$ cat src/rtl/bar_leitor_ctrl.sv
// bar_leitor_ctrl: serial 2-of-5 barcode frame reader.
// Samples one bar bit per clock after a start request. Every five bits are
// decoded into a digit with weights 1,2,4,7,0. A frame ends after NSIMB good
// symbols or at the first bad symbol.
// Optional build macro: CHECKSUM_EN adds a modulo-10 digit-sum check at the
// end of each frame.
//
// state | meaning
// ------+----------------------------------------------------------
// IDLE  | waiting for PG; DEZ/ERRO keep the result of the last frame
// CAPT  | shifting in symbol bits, decoding each fifth bit
module bar_leitor_ctrl #(
    parameter int NSIMB = 10
) (
    input  logic       CLK,
    input  logic       RST_N,
    input  logic       PG,
    input  logic       I,
    output logic [3:0] DIGITO,
    output logic       DOIS,
    output logic       DEZ,
    output logic       FIM,
    output logic       ERRO
);

    localparam logic [0:0] ST_IDLE  = 1'b0;
    localparam logic [0:0] ST_CAPT  = 1'b1;
    localparam logic [2:0] LAST_BIT = 3'd4;
    localparam logic [3:0] LAST_SYM = 4'(NSIMB - 1);

    logic [0:0] state_q, state_d;
    logic [2:0] bit_cnt_q, bit_cnt_d;
    logic [3:0] sym_cnt_q, sym_cnt_d;
    logic [3:0] sr_q, sr_d;
    logic [3:0] digito_q, digito_d;
    logic       dois_q, dois_d;
    logic       dez_q, dez_d;
    logic       fim_q, fim_d;
    logic       erro_q, erro_d;

    logic [2:0] ones;
    logic [4:0] wsum;
    logic [3:0] digit_dec;
    logic       sym_ok;
    logic       sym_edge;
    logic       sum_fail;

    // The fifth bit is never stored: it carries weight 0 and only counts
    // towards the number of ones, so it is taken straight from I.
    assign ones = {2'b00, sr_q[0]} + {2'b00, sr_q[1]} + {2'b00, sr_q[2]}
                + {2'b00, sr_q[3]} + {2'b00, I};
    assign wsum = (sr_q[0] ? 5'd1 : 5'd0) + (sr_q[1] ? 5'd2 : 5'd0)
                + (sr_q[2] ? 5'd4 : 5'd0) + (sr_q[3] ? 5'd7 : 5'd0);
    assign digit_dec = (wsum == 5'd11) ? 4'd0 : wsum[3:0];
    assign sym_ok    = (ones == 3'd2);
    assign sym_edge  = (state_q == ST_CAPT) && (bit_cnt_q == LAST_BIT);

`ifdef CHECKSUM_EN
    logic [3:0] sum_q, sum_d;
    logic [4:0] sum_add;
    logic [3:0] sum_next;

    assign sum_add  = {1'b0, sum_q} + {1'b0, digit_dec};
    assign sum_next = (sum_add >= 5'd10) ? 4'(sum_add - 5'd10) : sum_add[3:0];
    assign sum_fail = (sum_next != 4'd0);

    // Running digit sum, restarted on every accepted start request.
    always_comb begin
        sum_d = sum_q;
        if ((state_q == ST_IDLE) && PG) begin
            sum_d = 4'd0;
        end else if (sym_edge && sym_ok) begin
            sum_d = sum_next;
        end
    end

    // Digit-sum register.
    always_ff @(posedge CLK or negedge RST_N) begin
        if (!RST_N) begin
            sum_q <= 4'd0;
        end else begin
            sum_q <= sum_d;
        end
    end
`else
    assign sum_fail = 1'b0;
`endif

    // Next-state and output decode for the capture sequencer.
    always_comb begin
        state_d   = state_q;
        bit_cnt_d = bit_cnt_q;
        sym_cnt_d = sym_cnt_q;
        sr_d      = sr_q;
        digito_d  = digito_q;
        dois_d    = 1'b0;
        fim_d     = 1'b0;
        dez_d     = dez_q;
        erro_d    = erro_q;
        case (state_q)
            ST_IDLE: begin
                if (PG) begin
                    state_d   = ST_CAPT;
                    bit_cnt_d = 3'd0;
                    sym_cnt_d = 4'd0;
                    sr_d      = 4'd0;
                    dez_d     = 1'b0;
                    erro_d    = 1'b0;
                end
            end
            ST_CAPT: begin
                if (bit_cnt_q != LAST_BIT) begin
                    // First bit enters at the top and ends up in sr_q[0].
                    sr_d      = {I, sr_q[3:1]};
                    bit_cnt_d = bit_cnt_q + 3'd1;
                end else begin
                    bit_cnt_d = 3'd0;
                    sr_d      = 4'd0;
                    if (!sym_ok) begin
                        erro_d  = 1'b1;
                        fim_d   = 1'b1;
                        state_d = ST_IDLE;
                    end else begin
                        digito_d = digit_dec;
                        dois_d   = 1'b1;
                        if (sym_cnt_q == LAST_SYM) begin
                            fim_d   = 1'b1;
                            dez_d   = 1'b1;
                            erro_d  = sum_fail;
                            state_d = ST_IDLE;
                        end else begin
                            sym_cnt_d = sym_cnt_q + 4'd1;
                        end
                    end
                end
            end
            default: begin
                state_d = ST_IDLE;
            end
        endcase
    end

    // State, counters and registered outputs.
    always_ff @(posedge CLK or negedge RST_N) begin
        if (!RST_N) begin
            state_q   <= ST_IDLE;
            bit_cnt_q <= 3'd0;
            sym_cnt_q <= 4'd0;
            sr_q      <= 4'd0;
            digito_q  <= 4'd0;
            dois_q    <= 1'b0;
            dez_q     <= 1'b0;
            fim_q     <= 1'b0;
            erro_q    <= 1'b0;
        end else begin
            state_q   <= state_d;
            bit_cnt_q <= bit_cnt_d;
            sym_cnt_q <= sym_cnt_d;
            sr_q      <= sr_d;
            digito_q  <= digito_d;
            dois_q    <= dois_d;
            dez_q     <= dez_d;
            fim_q     <= fim_d;
            erro_q    <= erro_d;
        end
    end

    assign DIGITO = digito_q;
    assign DOIS   = dois_q;
    assign DEZ    = dez_q;
    assign FIM    = fim_q;
    assign ERRO   = erro_q;

endmodule

$ cat config.mk
export PLATFORM = sky130hd
export DESIGN_NAME = bar_leitor_ctrl
export DESIGN_NICKNAME = d
export VERILOG_FILES = /design/src/rtl/bar_leitor_ctrl.sv
export SDC_FILE = /design/constraint.sdc
export NUM_CORES = 1
export LEC_CHECK = 0
export BUFFER_PORTS_ARGS = -buffer_cell sky130_fd_sc_hd__buf_2
export CORE_MARGIN = 2
export CORE_UTILIZATION = 57
export CTS_CLUSTER_DIAMETER = 50
export DETAILED_ROUTE_END_ITERATION = 16
export PLACE_DENSITY_LB_ADDON = 0.25
export SLEW_MARGIN = 20
export SYNTH_ARGS = -nofsm -noshare
export SYNTH_HDL_FRONTEND = slang
export SYNTH_SLANG_ARGS = --single-unit
$ cat constraint.sdc
create_clock -name CLK -period 2.9 [get_ports CLK]
set_input_delay 0.58 -clock CLK [delete_from_list [all_inputs] [get_ports CLK]]
set_output_delay 0.58 -clock CLK [all_outputs]
set_load 0.02 [all_outputs]
* After elaboration in Yosys (flattened, before gate mapping)
Cells that the tools add are included.
Widths: inputs -> output; s select.
** Word-level totals
- Register bits :: 20
- Output and inout port bits :: 8
- Logic and storage cells :: 70
** Cells by class
- Equal/unequal tests :: 10
- Reduce and logical (&&, ||, !) cells :: 4
- Bitwise gates (word level) :: 2
- Mux-type cells :: 36
- Add/sub/neg operators :: 9
** Operators by type and width (count)
- $mux 4 :: 6
- $mux 1 :: 19
- $pmux 4 s2 :: 2
- $mux 3 :: 4
- $reduce_and 4->1 :: 2
- $add 3x1->3 :: 2
- $ne 2x2->1 const B :: 3
- $pmux 1 s2 :: 3
- $pmux 3 s2 :: 1
- $reduce_and 3->1 :: 2
- $add 4x3->5 :: 1
- $eq 5x4->1 const B :: 1
- $add 3x3->4 :: 1
- $add 4x1->4 const B :: 1
- $eq 4x4->1 const B :: 1
- $ne 2x1->1 const B :: 2
- $add 1x2->3 :: 1
- $add 2x1->3 :: 1
- $add 3x1->3 const B :: 1
- $eq 3x2->1 const B :: 1
- $ne 3x2->1 const B :: 1
- $ne 3x3->1 const B :: 1
- $add 1x1->2 :: 1
- $mux 2 :: 1
- $not 1->1 :: 2

* Depth between registers and ports, before layout
- Word-level depth :: 8
- Depth in mapped cells :: 9

* Least setup slack after synthesis
OpenSTA, ideal clock, no wires.
- Path kind :: input to register
- Start point :: input I
- End point :: register digito_q[2], in the netlist DIGITO[2]
- Required time :: 2772 ps
- Data arrival time :: 2474 ps
- Path buffers :: 1
- Setup slack :: 298 ps
- Cell stages on the path :: 9
- Library setup time :: 128 ps
- Cell sequence :: inv_1 -> fa_1 -> fa_1 -> inv_1 -> ha_1 -> and3b_1 -> buf_2 -> nand3_4 -> mux2_1
** Between the ends
- Longest elaborated chain between the ends :: 3
** Ends and longest elaborated chain
- start: declaration :: line 18 : input logic I,
- $add 3x1->3 :: line 51 : + {2'b00, sr_q[3]} + {2'b00, I};
- $eq 3x2->1 :: line 55 : assign sym_ok = (ones == 3'd2);
- $reduce_and 3->1 (no source line)
- end signal: assignment :: line 160 : digito_q <= digito_d;
- end: declaration :: line 35 : logic [3:0] digito_q, digito_d;
No other way between the ends.
A chain may end at the register's enable or synchronous reset.

* Worst setup path in the final report
- Start point :: register sr_q[0]
- End point :: register digito_q[3], in the netlist DIGITO[3]
** Between the ends
- Longest elaborated chain between the ends :: 6
- Elaborated cells on any way between the ends :: 12
- Those cells by class :: add/sub: 7; eq/ne: 2; mux: 2; reduce/logical: 1
** Ends and longest elaborated chain
- start: declaration :: line 34 : logic [3:0] sr_q, sr_d;
- start signal: assignment :: line 159 : sr_q <= sr_d;
- $mux 1 / $add 1x1->2 (equally long branches) :: line 52, 50
- $add 1x2->3 / $add 2x1->3 (equally long branches) :: line 52, 50
- $add 3x3->4 / $add 3x1->3 (equally long branches) :: line 53, 51
- $add 4x3->5 / $add 3x1->3 (equally long branches) :: line 53, 51
- $eq 5x4->1 / $eq 3x2->1 (equally long branches) :: line 54, 55
- $mux 4 / $reduce_and 3->1 (equally long branches)
Parallel ways exist; a longest one is shown, timed or not.

==> impl_metrics.tcl <==
set metrics [dict create \
    routed.top_layer "met4" \
    wl_mm 2.222 \
    path_max_fanout 6 \
    grt-ovfl-total 0 \
    fin_area_um2 1300 \
    clock_sinks 20 \
    ctsHtreeMaxLevel 1 \
    path_cells "inv_1 -> fa_1 -> fa_1 -> inv_1 -> ha_1 -> and3b_1 -> nand3_4 -> mux2_1" \
    drtIter0Drc 18 \
    max_freq_mhz 405.6 \
    clk_pin_slew_ns 0.12 \
    run_status "finished, final reports clean" \
    syn_inst 115 \
    port-buffer-count 11 \
    cts_hold_buf 0 \
    clk_path_buf_depth 2 \
    synth_top_cell_by_area "dfrtp_1" \
    dp_hpwl_mm 1.636 \
    post-cts-setup-buffers 0 \
    post_drt_wl_per_cell_um 14.72 \
    grt_pass1_wl_mm 3.912 \
    n_antenna_cell 0 \
    leakagePower_nw 0.6107 \
    synth.distinct_cells 41 \
    met2_length_mm 1.113 \
    synthTopCellsByArea "dfrtp_1, ha_1, fa_1" \
    avgViaCountPerCell 6.020 \
    die_width_um 49.69 \
    path_class "reg -> reg" \
    irDropWorstVdd_v 0.0006670 \
    dp.cells 147 \
    rows 16 \
    slowest_delay_ns 0.44 \
    maxSlewViolCount 0 \
    finalHoldViolCount 0 \
    antenna_left 0 \
    synth_nets 130 \
    drive_above_1_share_pct 16.13 \
    syn2layout_area_growth_pct 9.254 \
    cts_resized 0 \
    yosysWarnings 0 \
    cp-start-kind "flip-flop" \
    vias 909 \
    fin_skew_ns 0.007129 \
    nets 140 \
    synth_common_cells "dfrtp_1, inv_1, ha_1" \
    async_flop_share_pct 100.0 \
    synth_edf_count 0 \
    setup.worst_path.end_class "flip-flop" \
    worst_pin_slew_ns 0.9447 \
    start_util_pct 60.65 \
    first_pass_iters 4 \
    placed_cell_area_um2 1247 \
    synth_seq_area_share_pct 42.06 \
    fin_crit_sh_pct 85.02 \
    ys.flop_type "dfrtp_1" \
    slowest_stage "fa_1" \
    worstPathArrival_ns 2.67 \
    crit_family "adder cells" \
    syn_area_per_cell_um2 10.35 \
    ys_ff_latch 20 \
    die_h_um 49.69 \
    syn_area_um2 1190 \
    fill_cells 179 \
    power_mw 1.484 \
    power_density_nw_per_um2 1142 \
    io-pin-count 12 \
    slew_headroom_pct 37.02 \
    tns_ns 0 \
    coreArea_um2 1962 \
    worstSkewPairLatency_ns 0.31 \
    drc_errors 0 \
    setup_viol 0 \
    grt_pass1_vias 873 \
    critPathBufInv 2 \
    met3_length_um 88 \
    finalNonFillerCells 151 \
    met1_length_um 995 \
    post-synth-top-count-cell "dfrtp_1" \
    grt_max_degree 33 \
    fin_crit_ns 2.466 \
    hold_class "in -> async" \
    cts_tree "built" \
    dieArea_um2 2469 \
    grtUsageTotal_pct 20.69 \
    antenna_found_initial 0 \
    rsz0062_at_grt "false" \
    cts_buffers 3 \
    maxCapViolCount 0 \
    root_buffer "clkbuf_4" \
    required_ns 3.10 \
    worst_hold_slack_ns 0.1982 \
    gp_congestion 0.8038 \
    synth_top_area_share_pct 42.06 \
]
-- path summary, 6_finish.rpt --
kind | startpoint | to | slack (ns) | cells after the start
max reg2reg | sr_q[0] | DIGITO[3] | 0.43 | 8
max in group asynchronous | RST_N | sym_cnt_q[3] | 2.39 | 1
min reg2reg | DIGITO[2] | DIGITO[2] | 0.50 | 1
max | sr_q[0] | DIGITO[3] | 0.43 | 8
min | RST_N | DIGITO[1] | 0.20 | 1
min in group CLK | DIGITO[2] | DIGITO[2] | 0.50 | 1
-- where the power goes --
part	total [mW]	internal (mW)	switching, mW	leakage (nW)
registers	0.514	0.381	0.133	0.247
clock network	0.227	0.140	0.0877	0.0279
logic	0.743	0.324	0.419	0.336
-- state kept, by name, summed over array words and instances, names as in the netlist --
signal,count
DIGITO,4
sr_q,4
sym_cnt_q,4
bit_cnt_q,3
DEZ,1
DOIS,1
ERRO,1
FIM,1
state_q,1
-- worst reg2reg max path, cell delays in order, from the launching register on --
cell     delay [ns]
dfrtp_1        0.40
inv_1          0.10
fa_1           0.44
fa_1           0.36
inv_1          0.06
ha_1           0.15
and3b_1        0.33
nand3_4        0.16
mux2_1         0.37
-- routing by layer --
metal	GRT usage, %	vias to the layer above
met1	25.99	446
met3	3.636	4
met2	34.67	20
met5	0	-
li1	-	439
met4	9.259	0
-- final cells by class --
| type | count | area, um2 | area share (%) |
|---|---|---|---|
| clock inverter | 1 | 30.03 | 2.310 |
| inverter | 12 | 45.04 | 3.465 |
| multi-input combinational | 77 | 613.1 | 47.16 |
| timing repair buffer | 11 | 55.05 | 4.235 |
| clock buffer | 3 | 22.52 | 1.732 |
| tap | 27 | 33.78 | 2.599 |
| sequential | 20 | 500.5 | 38.50 |
-- kinds of logic (layout without fill, tap and decap cells) --
| group | after synthesis | count (layout) | share of synthesized area [%] |
|---|---|---|---|
| flip-flops | 20 | 20 | 42.06 |
| buffers and inverters | 18 | 27 | 6.414 |
| multiplexers | 3 | 3 | 2.839 |
| AND/OR/NAND/NOR | 38 | 38 | 19.87 |
| AO/OA/AOI/OAI | 24 | 24 | 14.62 |
| adder cells (fa/ha/maj) | 11 | 11 | 13.46 |
| XOR/XNOR | 1 | 1 | 0.7362 |
-- metrics by stage --
step,utilization [%],setup slack (ns)
finish,66.26,0.4343
global route,66.26,0.2681
CTS,66.26,0.4340
detailed placement,63.58,0.1359
global placement,63.58,0.1860
floorplan,-,0.2980
-- placed cells by master, fill, tap and decap left out, drive strengths merged, types with 4 or more instances in the layout --
master	count
a21oi	4
nand2	8
ha	8
nand3	8
o21ai	4
buf	11
inv	12
dfrtp	20
nand4	5
Note: power is estimated with default switching activity, not from simulation.
